===== config.mk =====
export PLATFORM = sky130hd
export DESIGN_NAME = measurement_sequencer
export DESIGN_NICKNAME = d
export VERILOG_FILES = /design/src/rtl/meas_seq_pkg.sv /design/src/rtl/measurement_sequencer.sv
export SDC_FILE = /design/constraint.sdc
export NUM_CORES = 1
export LEC_CHECK = 0
export BUFFER_PORTS_ARGS = -buffer_cell sky130_fd_sc_hd__buf_2
export CORE_ASPECT_RATIO = 1.25
export CORE_MARGIN = 2
export CORE_UTILIZATION = 55
export DETAILED_ROUTE_END_ITERATION = 6
export GPL_TIMING_DRIVEN = 0
export PLACE_DENSITY = 0.82
export SETUP_SLACK_MARGIN = 0.2
export SLEW_MARGIN = 20
export SYNTH_ARGS = -nofsm -noshare
export SYNTH_HDL_FRONTEND = slang
export SYNTH_SLANG_ARGS = --single-unit
export TNS_END_PERCENT = 10

===== constraint.sdc =====
create_clock -name clk -period 3.4 [get_ports clk]
set_input_delay 0.34 -clock clk [delete_from_list [all_inputs] [get_ports clk]]
set_output_delay 0.34 -clock clk [all_outputs]
set_load 0.05 [all_outputs]

===== src/rtl/meas_seq_pkg.sv =====
// Shared types and default sizing for the time-of-flight measurement sequencer.
package meas_seq_pkg;

  typedef enum logic [2:0] {
    IDLE,
    ARMED,
    REPORT,
    WAIT_TX,
    CLEAR,
    HOLDOFF
  } meas_state_e;

  localparam int unsigned N_CH_DEFAULT         = 4;
  localparam int unsigned TIMEOUT_CLKS_DEFAULT = 1000000;
  localparam int unsigned HOLDOFF_CLKS_DEFAULT = 100000;
  localparam int unsigned CNT_W_DEFAULT        = 24;

endpackage


===== src/rtl/measurement_sequencer.sv =====
// Sequences one measurement: arm counters on a start edge, collect hits or time out,
// request a UART frame, clear the counters, then hold off before the next start.
module measurement_sequencer
  import meas_seq_pkg::*;
#(
  parameter int unsigned N_CH         = N_CH_DEFAULT,
  parameter int unsigned TIMEOUT_CLKS = TIMEOUT_CLKS_DEFAULT,
  parameter int unsigned HOLDOFF_CLKS = HOLDOFF_CLKS_DEFAULT,
  parameter int unsigned CNT_W        = CNT_W_DEFAULT
) (
  input  logic            clk,
  input  logic            reset,
  input  logic            start,
  input  logic [N_CH-1:0] ch_valid,
  input  logic            tx_done,
  output logic            arm,
  output logic            frame_req,
  output logic            clear,
  output logic [N_CH-1:0] hit_mask,
  output logic            timeout_flag,
  output logic            busy,
  output logic [7:0]      seq_num,
  output logic [7:0]      missed_starts
);

  localparam logic [CNT_W-1:0] TimeoutLast = CNT_W'(TIMEOUT_CLKS - 1);
  localparam logic [CNT_W-1:0] HoldoffLast = CNT_W'(HOLDOFF_CLKS - 1);
  localparam logic [CNT_W-1:0] TimerOne    = CNT_W'(1);

  meas_state_e     state_q, state_d;
  logic            start_q;
  logic [CNT_W-1:0] timer_q, timer_d;
  logic [N_CH-1:0] hit_mask_q, hit_mask_d;
  logic            timeout_flag_q, timeout_flag_d;
  logic [7:0]      seq_num_q, seq_num_d;
  logic [7:0]      missed_q, missed_d;
  logic            arm_q, arm_d;
  logic            frame_req_q, frame_req_d;
  logic            clear_q, clear_d;
  logic            busy_q, busy_d;

  logic start_edge;
  logic all_hit;

  assign start_edge = start & ~start_q;
  assign all_hit    = &(hit_mask_q | ch_valid);

  always_ff @(posedge clk) begin
    if (reset) begin
      state_q <= IDLE;
    end else begin
      state_q <= state_d;
    end
  end

  always_comb begin
    state_d        = state_q;
    timer_d        = timer_q;
    hit_mask_d     = hit_mask_q;
    timeout_flag_d = timeout_flag_q;
    unique case (state_q)
      IDLE: begin
        if (start_edge) begin
          state_d        = ARMED;
          timer_d        = '0;
          hit_mask_d     = '0;
          timeout_flag_d = 1'b0;
        end
      end
      ARMED: begin
        hit_mask_d = hit_mask_q | ch_valid;
        timer_d    = timer_q + TimerOne;
        // A full mask on the last timer cycle still counts as a clean capture.
        if (all_hit) begin
          state_d        = REPORT;
          timeout_flag_d = 1'b0;
        end else if (timer_q == TimeoutLast) begin
          state_d        = REPORT;
          timeout_flag_d = 1'b1;
        end
      end
      REPORT: state_d = WAIT_TX;
      WAIT_TX: begin
        if (tx_done) begin
          state_d = CLEAR;
        end
      end
      CLEAR: begin
        timer_d = '0;
        state_d = (HOLDOFF_CLKS == 0) ? IDLE : HOLDOFF;
      end
      HOLDOFF: begin
        if (timer_q == HoldoffLast) begin
          state_d = IDLE;
        end else begin
          timer_d = timer_q + TimerOne;
        end
      end
      default: state_d = IDLE;
    endcase
  end

  // Pulse outputs are decoded from the current state and registered, adding one cycle.
  always_comb begin
    arm_d       = (state_q == ARMED);
    frame_req_d = (state_q == REPORT);
    clear_d     = (state_q == CLEAR);
    busy_d      = (state_d != IDLE);
    seq_num_d   = clear_d ? seq_num_q + 8'd1 : seq_num_q;
    missed_d    = missed_q;
    if (start_edge && (state_q != IDLE) && (missed_q != 8'hFF)) begin
      missed_d = missed_q + 8'd1;
    end
  end

  always_ff @(posedge clk) begin
    if (reset) begin
      start_q        <= 1'b0;
      timer_q        <= '0;
      hit_mask_q     <= '0;
      timeout_flag_q <= 1'b0;
      seq_num_q      <= 8'd0;
      missed_q       <= 8'd0;
      arm_q          <= 1'b0;
      frame_req_q    <= 1'b0;
      clear_q        <= 1'b0;
      busy_q         <= 1'b0;
    end else begin
      start_q        <= start;
      timer_q        <= timer_d;
      hit_mask_q     <= hit_mask_d;
      timeout_flag_q <= timeout_flag_d;
      seq_num_q      <= seq_num_d;
      missed_q       <= missed_d;
      arm_q          <= arm_d;
      frame_req_q    <= frame_req_d;
      clear_q        <= clear_d;
      busy_q         <= busy_d;
    end
  end

  assign arm           = arm_q;
  assign frame_req     = frame_req_q;
  assign clear         = clear_q;
  assign hit_mask      = hit_mask_q;
  assign timeout_flag  = timeout_flag_q;
  assign busy          = busy_q;
  assign seq_num       = seq_num_q;
  assign missed_starts = missed_q;

endmodule


==> results.ini, run 1 <==
[floorplanning]
initial_core_util_pct=57.66
die_y_um=80.45
die_w_um=65.16
core_mm2=0.004459
num_rows=27
pin_count=33
dieArea_mm2=0.005241

[global_routing]
grt_pass1_vias=2123
grt_use_total_pct=22.70
antenna_found_initial=0
overflow=0
grt_pass1_wl_mm=9.218
grt_max_degree=19

[power_and_ir_drop]
p_total_mw=1.154
power_density_mw_per_mm2=398.9
irDropWorstVdd_mv=0.2975
leakagePower_nw=1.080

[layout]
syn2layout_area_growth_pct=12.51
final_cells=382
regArea_mm2=0.001061
num_antenna_cells=0
n_fill_cell=410
layout-drive-gt1-share_pct=20.99
layout.nets=334
layout_commonest_cell=dfxtp_1
final_cell_mix=dfxtp_1 (53), nor2_1 (34), buf_2 (33), xor2_1 (19), nand4_1 (18)
multi_input_area_mm2=0.001405

[timing]
fin_crit_sh_pct=59.49
fin_tns_setup_ns=0
fmax_mhz=494.4
final.min_clock_period_ns=2.023
setup_viol=0
grt_setup_unrepaired=no
hold_ws_ns=0.2579
max_slew.worst_pin.slew_ns=0.5738
final_max_slew_viol_count=0
hold_viol=0
finClkSkew_ns=0.01369
slew_headroom_pct=61.45
setup_ws_ns=1.377

[setup_path]
endpoint_kind=flop
regToRegStartpoint=timer_q[0]
startpoint_type=flop
worstPathRequired_ns=3.65
r2r_end=timer_q[0]
startpoint=timer_q[0]
arrival_ns=2.28
endpoint=timer_q[0]
r2r_cells=8
r2r_setup_slack_ns=1.38
timing_worst_setup_path_type=flop to flop
path_max_fanout=10

[clock_network]
cts_buffer_depth=2
clk_latency_ns=0.32
post_cts_resized=0
numCtsBuffers=5
cts_root_buf=clkbuf_8
clock_sinks=53
h-tree-depth=2
cts_tree=yes
cts_hold_buf=0
post_cts_buffers=0
clk_pin_slew_ns=0.11

[placement]
dp_cells=374
portBuffers=31
preCtsSetupSlack_ns=1.434
globalplace.congestion=0.7899
dp_hpwl_mm=3.911

[synthesis]
synth-seq-cells=53
yosysWarningCount=0
synth_cells=285
synthFlopType=dfxtp_1
ys_seq_area_share_pct=41.27
synth_async_sr_flop_share_pct=0
ys_types=53
avgSynthCellArea_um2=9.022
syn_nets=296
netlist_area_mm2=0.002571
synth_edf_count=0

[detailed_routing]
via_count=2195
finalWirelength_mm=5.363
antenna_left=0
wl_per_cell_um=14.04
via_per_inst=5.746
route.detailed.drc=0
drt-initial-drc-count=100
dr.pass1.iters=4

[worst_hold_path]
hp-class=primary input to flop

[run]
drv_cap=0

[run_status]
status=finished, final reports clean

==> layer usage <==
metal	vias up	share of wire, %	wire [um]	track usage [%]
met2	43	52	2785	41.13
met1	1029	41	2205	24.93
met5	-	0	0	0
met3	15	3.4	185	3.922
met4	0	3.5	187	12.29
li1	1108	-	-	-
==> critical path: stages (launching register included) <==
cell and delay [ns]:
dfxtp_1 0.42, ha_1 0.24, and4_1 0.31, nand4_1 0.20, o31ai_4 0.28, buf_6 0.18
buf_12 0.14, nand2_1 0.07, a21oi_2 0.13
==> through the flow <==
step | utilization, % | instance area, um^2
finish | 64.87 | 2893
global route | 64.87 | 2893
CTS | 64.87 | 2893
detailed placement | 62.77 | 2799
global placement | 62.77 | 2799
floorplan | - | 2571
==> cells in the mapped netlist, drive strengths merged (2+ instances only) <==
master,instances,area (um^2)
dfxtp,53,1061
nor2,35,138.9
a21oi,21,142.6
nand4,19,125.1
xor2,19,166.4
nand2,17,63.81
nand3,14,75.07
o21ai,14,81.33
or3,13,81.33
clkbuf,8,30.03
and3,7,43.79
inv,7,26.28
nor3,7,51.30
buf,5,48.80
and4,4,35.03
nor4b,4,35.03
and2,3,18.77
ha,3,37.54
nor2b,3,18.77
o211ai,3,22.52
or4,3,22.52
xnor2,3,26.28
mux2i,2,20.02
nand2b,2,15.02
o31ai,2,28.78
==> worst min-delay path by stage <==
stage,end,slack (ns),from,depth (start not counted)
CTS,hit_mask[3],0.26,ch_valid[3],3
global placement,timeout_flag,0.45,timeout_flag,1
detailed placement,timeout_flag,0.46,timeout_flag,1
global route,hit_mask[2],0.29,ch_valid[2],3
finish,hit_mask[3],0.26,ch_valid[3],3
floorplan,timer_q[11],0.46,timer_q[11],2
==> state kept, by name, summed over array words and instances (netlist names), 3 cells and up <==
signal	cells
missed_starts	8
state_q	3
hit_mask	4
seq_num	8
timer_q	24
==> logic make-up after synthesis <==
group	count (synthesis)	share of synthesized area [%]
AO/OA/AOI/OAI	51	15.28
XOR/XNOR	22	7.494
adder cells (fa/ha/maj)	3	1.460
buffers and inverters	20	4.088
flip-flops	53	41.27
multiplexers	2	0.7786
AND/OR/NAND/NOR	134	29.63
==> cell type report <==
| cell class | count | share of cell area (%) |
|---|---|---|
| multi-input combinational | 212 | 48.57 |
| timing repair buffer | 31 | 5.363 |
| tap | 58 | 2.509 |
| clock inverter | 3 | 0.8651 |
| buffer | 13 | 2.725 |
| inverter | 7 | 0.9083 |
| clock buffer | 5 | 2.379 |
| sequential | 53 | 36.68 |
==> where the power goes <==
part	internal, mW	total, mW	switching [mW]	leakage, nW
sequential	0.630	0.638	0.00821	0.428
clock	0.149	0.372	0.223	0.0447
combinational	0.0476	0.144	0.0959	0.607
No activity file was read; power rests on OpenSTA's default activity.
==> inputs of run 2 (changes only) <==
--- a/config.mk
+++ b/config.mk
@@ -5,13 +5,14 @@
 export SDC_FILE = /design/constraint.sdc
 export NUM_CORES = 1
 export LEC_CHECK = 0
+export ABC_AREA = 1
 export BUFFER_PORTS_ARGS = -buffer_cell sky130_fd_sc_hd__buf_2
 export CORE_ASPECT_RATIO = 1.25
 export CORE_MARGIN = 2
 export CORE_UTILIZATION = 55
 export DETAILED_ROUTE_END_ITERATION = 6
 export GPL_TIMING_DRIVEN = 0
-export PLACE_DENSITY = 0.82
+export PLACE_DENSITY = 0.81
 export SETUP_SLACK_MARGIN = 0.2
 export SLEW_MARGIN = 20
 export SYNTH_ARGS = -nofsm -noshare
==> constraint.sdc (replaced) <==
create_clock -name clk -period 2.07 [get_ports clk]
set_input_delay 0.207 -clock clk [delete_from_list [all_inputs] [get_ports clk]]
set_output_delay 0.207 -clock clk [all_outputs]
set_load 0.05 [all_outputs]
==> results.ini, run 2 <==
[run_status]
status=finished, final reports clean  ; unchanged

[setup_path]
arrival_ns=1.95  ; was 2.28 ns
worstPathRequired_ns=2.33  ; was 3.65 ns
r2r_end=timer_q[10]  ; was timer_q[0]
path_max_fanout=6  ; was 10
regToRegStartpoint=timer_q[1]  ; was timer_q[0]
timing_worst_setup_path_type=flop to flop  ; unchanged
r2r_cells=9  ; was 8
endpoint_kind=flop  ; unchanged
startpoint_type=flop  ; unchanged
r2r_setup_slack_ns=0.38  ; was 1.38 ns

[synthesis]
ys_types=35  ; was 53
synth-compound-area-share_pct=11.49  ; was 15.28%
yosysMostFrequentCell=nand2_1  ; was dfxtp_1
synth_top_family_by_area=simple AND/OR/NAND/NOR gates  ; unchanged
synthMuxAreaShare_pct=0  ; was 0.7786%
synth-seq-cells=53  ; unchanged
synth_edf_count=0  ; unchanged
avgSynthCellArea_um2=6.339  ; was 9.022 um^2
synth_area_leaders=dfxtp_1 (35%), nand2_1 (17%), nor2_1 (11%), nand3_1 (6.1%), inv_1 (5.7%)  ; was dfxtp_1 (41%), xor2_1 (6.5%), nor2_1 (5.0%), nand4_1 (4.4%), or3_1 (3.2%)
synthSimpleGateAreaFrac_pct=42.10  ; was 29.64%
yosysTopAreaCell=dfxtp_1  ; unchanged
syn_nets=492  ; was 296
synth_cells=481  ; was 285
ys_seq_area_share_pct=34.80  ; was 41.27%
synth_async_sr_flop_share_pct=0  ; unchanged
yosysWarningCount=0  ; unchanged
synthFlopType=dfxtp_1  ; unchanged
netlist_area_mm2=0.003049  ; was 0.002571 mm^2
synth_xor_area_share_pct=1.723  ; was 7.494%
yosys-top-cells-count=nand2_1 (140), nor2_1 (87), dfxtp_1 (53), inv_1 (46), nand3_1 (37)  ; was dfxtp_1 (53), nor2_1 (34), xor2_1 (19), nand4_1 (18), nand2_1 (17)
synth_top_area_share_pct=34.80  ; was 41.27%
synth_adder_area_share_pct=1.231  ; was 1.460%

[layout]
layout_commonest_cell=nand2_1  ; was dfxtp_1
final_cell_mix=nand2_1 (140), nor2_1 (87), dfxtp_1 (52), inv_1 (46), nand3_1 (37)  ; was dfxtp_1 (53), nor2_1 (34), buf_2 (33), xor2_1 (19), nand4_1 (18)
num_antenna_cells=0  ; unchanged
layout.nets=531  ; was 334
syn2layout_area_growth_pct=11.78  ; was 12.51%
layout-drive-gt1-share_pct=15.93  ; was 20.99%
final_area_mm2=0.003408  ; was 0.002893 mm^2
largest_reg_flops=24  ; unchanged
regMostFlops=timer_q  ; unchanged

[placement]
globalplace.congestion=0.8931  ; was 0.7899
dp_hpwl_mm=5.542  ; was 3.911 mm
placed_area_mm2=0.003289  ; was 0.002799 mm^2
preCtsSetupSlack_ns=0.1647  ; was 1.434 ns
portBuffers=32  ; was 31

[global_routing]
overflow=0  ; unchanged
grt_use_total_pct=25.56  ; was 22.70%
grt_max_degree=18  ; was 19
grt_pass1_wl_mm=12.82  ; was 9.218 mm
grt_pass1_vias=2966  ; was 2123
antenna_found_initial=0  ; unchanged

[clock_network]
clock_sinks=53  ; unchanged
h-tree-depth=2  ; unchanged
clk_pin_slew_ns=0.10  ; was 0.11 ns
numCtsBuffers=5  ; unchanged
cts_root_buf=clkbuf_8  ; unchanged
cts_hold_buf=0  ; unchanged
clk_latency_ns=0.31  ; was 0.32 ns
cts_buffer_depth=2  ; unchanged
cts_tree=yes  ; unchanged
post_cts_buffers=0  ; unchanged

[power_and_ir_drop]
leakagePower_nw=1.444  ; was 1.080 nW
power_density_mw_per_mm2=591.7  ; was 398.9 mW/mm^2
irDropWorstVdd_mv=0.5522  ; was 0.2975 mV

[floorplanning]
pin_count=33  ; unchanged
die_y_um=87.25  ; was 80.45 um
initial_core_util_pct=56.41  ; was 57.66%
num_rows=30  ; was 27
die_w_um=70.60  ; was 65.16 um
core_mm2=0.005405  ; was 0.004459 mm^2
dieArea_mm2=0.006159  ; was 0.005241 mm^2

[timing]
hold_viol=0  ; unchanged
slew_headroom_pct=54.78  ; was 61.45%
setup_viol=0  ; unchanged
max_slew.worst_pin.slew_ns=0.6782  ; was 0.5738 ns
grt_setup_unrepaired=yes  ; was no
final_max_slew_viol_count=0  ; unchanged
finClkSkew_ns=0.01050  ; was 0.01369 ns
final.min_clock_period_ns=1.695  ; was 2.023 ns
setup_ws_ns=0.3753  ; was 1.377 ns
fin_tns_setup_ns=0  ; unchanged
fin_crit_sh_pct=81.87  ; was 59.49%
fmax_mhz=590.1  ; was 494.4 MHz

[detailed_routing]
route.detailed.drc=0  ; unchanged
dr.pass1.iters=5  ; was 4
antenna_left=0  ; unchanged
via_count=3120  ; was 2195
wl_per_cell_um=12.46  ; was 14.04 um
finalWirelength_mm=7.289  ; was 5.363 mm
drt-initial-drc-count=188  ; was 100
via_per_inst=5.333  ; was 5.746

[worst_hold_path]
hold_start=start  ; was ch_valid[3]
worst_hold_path.endpoint=start_q  ; was hit_mask[3]
hold_depth=3  ; unchanged
hp-class=primary input to flop  ; unchanged

[run]
drv_cap=0  ; unchanged

run 2: changes by cell type in the layout (fill, tap and decap cells not counted), moves of 13 or more:
cell / previous run / this run
or3_1: 13 / 0
nand4_1: 18 / 5
nor2_1: 34 / 87
inv_1: 7 / 46
nand3_1: 13 / 37
xor2_1: 19 / 3
nand2_1: 17 / 140
run 2: what timing repair did:
item                                   in CTS  in global routing
resized for setup                           1                  3
setup endpoints to repair                   1                 25
endpoints found under the hold margin       0                  0
run 2: through the flow:
stage                     util (%)  hold WS [ns]  std cells  power [mW]
after global routing         63.06        0.1409        585       2.105
final                        63.06        0.1032        585       2.017
after CTS                    62.75        0.1071        585       2.020
after global placement       60.86        0.4276        577       1.379
after floorplan                  -        0.3319        481       1.307
after detailed placement     60.86        0.4341        577       1.385
run 2: how the worst max path moves through the flow:
stage	to	slack [ns]	cells past startpoint	start
6_report	timer_q[10]	0.38	9	timer_q[1]
5_1_grt	missed_starts[3]	0.19	9	missed_starts[1]
4_1_cts	timer_q[10]	0.21	9	timer_q[0]
3_5_place_dp	timer_q[10]	0.16	8	timer_q[0]
3_3_place_gp	timer_q[10]	0.15	8	timer_q[0]
2_1_floorplan	missed_starts[3]	0.25	9	missed_starts[1]
run 2: layout make-up:
class | count | area [um^2]
Fill cell | 528 | 1997
Inverter | 51 | 191.4
Clock buffer | 6 | 82.58
Clock inverter | 2 | 17.52
Timing Repair Buffer | 32 | 160.2
Tap cell | 64 | 80.08
Multi-Input combinational cell | 364 | 1742
Sequential cell | 53 | 1062
Buffer | 13 | 72.57
run 2: cell families (layout without fill, tap and decap cells):
logic type,count (synthesis),in the layout
DFF,53,53
AOI/OAI and AO/OA,56,56
adders and majority gates,3,3
buffers and inverters,64,104
xor gates and xnor gates,6,6
and+or+nand+nor,299,299
run 2: critical path, cell delays in order, from the launching register on:
cell	delay (ns)
dfxtp_1	0.47
ha_4	0.22
nand3_4	0.14
nor2_4	0.19
inv_1	0.08
nor3_1	0.22
nand3_1	0.14
nand2_1	0.07
nand2_1	0.04
nor2_1	0.07
run 2: power by group:
| part | switching (mW) | internal, mW |
|---|---|---|
| sequential | 0.0235 | 1.05 |
| combinational | 0.217 | 0.0805 |
| clock | 0.370 | 0.279 |
| total | 0.610 | 1.41 |
run 2: metal layers:
metal | GRT usage [%] | up-vias | share of wire, %
met5 | 0 | - | 0
met4 | 11.66 | 0 | 3.0
met3 | 3.125 | 19 | 3.3
met2 | 46.57 | 67 | 51
met1 | 29.86 | 1437 | 42
li1 | - | 1597 | -
==> inputs of run 3 (changes only) <==
--- a/config.mk
+++ b/config.mk
@@ -9,10 +9,10 @@
 export BUFFER_PORTS_ARGS = -buffer_cell sky130_fd_sc_hd__buf_2
 export CORE_ASPECT_RATIO = 1.25
 export CORE_MARGIN = 2
-export CORE_UTILIZATION = 55
+export CORE_UTILIZATION = 53
 export DETAILED_ROUTE_END_ITERATION = 6
 export GPL_TIMING_DRIVEN = 0
-export PLACE_DENSITY = 0.81
+export PLACE_DENSITY = 0.82
 export SETUP_SLACK_MARGIN = 0.2
 export SLEW_MARGIN = 20
 export SYNTH_ARGS = -nofsm -noshare
==> constraint.sdc (replaced) <==
create_clock -name clk -period 1.5 [get_ports clk]
set_input_delay 0.15 -clock clk [delete_from_list [all_inputs] [get_ports clk]]
set_output_delay 0.15 -clock clk [all_outputs]
set_load 0.05 [all_outputs]
==> results.ini, run 3 (same netlist as run 2, synthesis figures left out) <==
[placement]
portBuffers=32  ; unchanged
placed_area_mm2=0.003407  ; was 0.003289 mm^2
globalplace.congestion=0.9449  ; was 0.8931
dp_hpwl_mm=5.672  ; was 5.542 mm

[clock_network]
clk_pin_slew_ns=0.11  ; was 0.10 ns
clock_sinks=53  ; unchanged
cts_buffer_depth=2  ; unchanged
cts_hold_buf=0  ; unchanged
h-tree-depth=2  ; unchanged
cts_tree=yes  ; unchanged
cts_root_buf=clkbuf_8  ; unchanged
clk_latency_ns=0.32  ; was 0.31 ns
numCtsBuffers=5  ; unchanged

[setup_path]
regToRegStartpoint=timer_q[0]  ; was timer_q[1]
worstPathRequired_ns=1.71  ; was 2.33 ns
endpoint_kind=flop  ; unchanged
cp_top_family=simple AND/OR/NAND/NOR gates  ; unchanged
worst_path_most_repeated_cell=nand2_1  ; unchanged
r2r_setup_slack_ns=0.01  ; was 0.38 ns
critical-path-max-stage-delay_ns=0.40  ; was 0.47 ns
startpoint_type=flop  ; unchanged
crit_slowest_cell=dfxtp_4  ; was dfxtp_1
crit_path_cell_trace=ha_4, nand3_4, nor2_1, nand3_1, nand2_1, nand3_2, o21bai_1, nand2_1  ; was ha_4, nand3_4, nor2_4, inv_1, nor3_1, nand3_1, nand2_1, nand2_1, nor2_1
path_depth=8  ; was 9
arrival_ns=1.70  ; was 1.95 ns
cp.buffers_inverters=0  ; was 1
timing_worst_setup_path_type=flop to flop  ; unchanged
r2r_cells=8  ; was 9
path_max_fanout=6  ; unchanged
r2r_end=busy  ; was timer_q[10]

[detailed_routing]
via_count=3190  ; was 3120
wl_per_cell_um=13.04  ; was 12.46 um
drt-initial-drc-count=240  ; was 188
route.detailed.drc=0  ; unchanged
dr.pass1.iters=5  ; unchanged
antenna_left=0  ; unchanged
via_per_inst=5.361  ; was 5.333
finalWirelength_mm=7.761  ; was 7.289 mm

[floorplanning]
initial_core_util_pct=55.64  ; was 56.41%
num_rows=30  ; unchanged
core_mm2=0.005480  ; was 0.005405 mm^2
die_y_um=88.80  ; was 87.25 um
pin_count=33  ; unchanged
die_w_um=71.84  ; was 70.60 um
dieArea_mm2=0.006379  ; was 0.006159 mm^2

[timing]
hold_viol=0  ; unchanged
max_slew.worst_pin.slew_ns=0.6212  ; was 0.6782 ns
fin_tns_setup_ns=0  ; unchanged
finClkSkew_ns=0.01278  ; was 0.01050 ns
setup_viol=0  ; unchanged
fin_crit_sh_pct=99.15  ; was 81.87%
slew_headroom_pct=58.58  ; was 54.78%
grt_setup_unrepaired=yes  ; unchanged
final.min_clock_period_ns=1.487  ; was 1.695 ns
final_max_slew_viol_count=0  ; unchanged
fmax_mhz=672.4  ; was 590.1 MHz

[power_and_ir_drop]
power_density_mw_per_mm2=745.8  ; was 591.7 mW/mm^2
leakagePower_nw=1.572  ; was 1.444 nW
p_total_mw=2.806  ; was 2.017 mW
irDropWorstVdd_mv=0.5621  ; was 0.5522 mV

[layout]
num_antenna_cells=0  ; unchanged
layout.nets=541  ; was 531
final_cell_mix=nand2_1 (132), nor2_1 (70), inv_1 (42), buf_2 (34), nand3_1 (30)  ; was nand2_1 (140), nor2_1 (87), dfxtp_1 (52), inv_1 (46), nand3_1 (37)
regMostFlops=timer_q  ; unchanged
largest_reg_flops=24  ; unchanged
syn2layout_area_growth_pct=23.39  ; was 11.78%
layout-drive-gt1-share_pct=30.32  ; was 15.93%
layout_commonest_cell=nand2_1  ; unchanged
finalCoreUtilization_pct=68.65  ; was 63.06%
final_area_mm2=0.003762  ; was 0.003408 mm^2

[global_routing]
grt_max_degree=19  ; was 18
grt_pass1_vias=2821  ; was 2966
grt_pass1_wl_mm=12.74  ; was 12.82 mm
overflow=0  ; unchanged
grt_use_total_pct=25.13  ; was 25.56%
antenna_found_initial=0  ; unchanged

[worst_hold_path]
hold_depth=3  ; unchanged
worst_hold_path.endpoint=start_q  ; unchanged
hp-class=primary input to flop  ; unchanged
hold_start=start  ; unchanged

[run]
drv_cap=0  ; unchanged

[run_status]
status=finished, final reports clean  ; unchanged

[run 3: cell count changes in the layout (fill, tap and decap cells not counted), moves of 9 or more]
cell / change
dfxtp_1: -26
dfxtp_2: +15
buf_4: +11
dfxtp_4: +11
nor2_2: +9
nor2_1: -17
[run 3: power breakdown]
part           total (mW)  internal, mW  leakage [nW]  switching, mW
Clock               0.871         0.342        0.0452          0.529
Combinational       0.471         0.142          1.08          0.329
Sequential           1.46          1.43         0.445         0.0294
[run 3: per-stage QoR]
stage	setup slack, ns	hold WS [ns]	std cells
finish	0.01282	0.05104	595
global route	-0.1181	0.06106	595
CTS	0.03844	0.04288	595
detailed placement	-0.1332	0.3820	577
global placement	-0.1112	0.3714	577
floorplan	0.1685	0.2749	481
[run 3: what timing repair did]
item | CTS | global route
pin swaps | 10 | 7
setup endpoints to repair | 45 | 47
resized for setup | 31 | 33
setup buffers | 10 | 0
[run 3: routing by layer]
metal / up-vias / GRT usage [%] / wire [um]
met5: - / 0 / 0
met4: 0 / 11.32 / 242
met3: 16 / 3.417 / 379
met2: 93 / 43.43 / 3857
met1: 1463 / 31.11 / 3283
li1: 1618 / - / -
[run 3: worst max-delay path by stage]
stage	startpoint	endpoint	slack [ns]
6_report	timer_q[0]	busy	0.01
5_1_grt	timer_q[4]	busy	-0.12
4_1_cts	timer_q[0]	timer_q[7]	0.04
3_5_place_dp	timer_q[0]	timer_q[10]	-0.13
3_3_place_gp	timer_q[0]	timer_q[10]	-0.11
2_1_floorplan	timer_q[0]	timer_q[10]	0.17
[run 3: final cells by class]
type / instances / area (um^2)
Tap cell: 64 / 80.08
Multi-Input combinational cell: 364 / 1939
Buffer: 13 / 92.59
Inverter: 51 / 198.9
Timing Repair Buffer: 42 / 235.2
Sequential cell: 53 / 1122
Clock inverter: 3 / 25.02
Fill cell: 456 / 1718
Clock buffer: 5 / 68.82
[run 3: worst register-to-register path: stages, from the launching register on]
cell      delay, ns
dfxtp_4        0.40
ha_4           0.16
nand3_4        0.11
nor2_1         0.12
nand3_1        0.12
nand2_1        0.11
nand3_2        0.07
o21bai_1       0.21
nand2_1        0.08
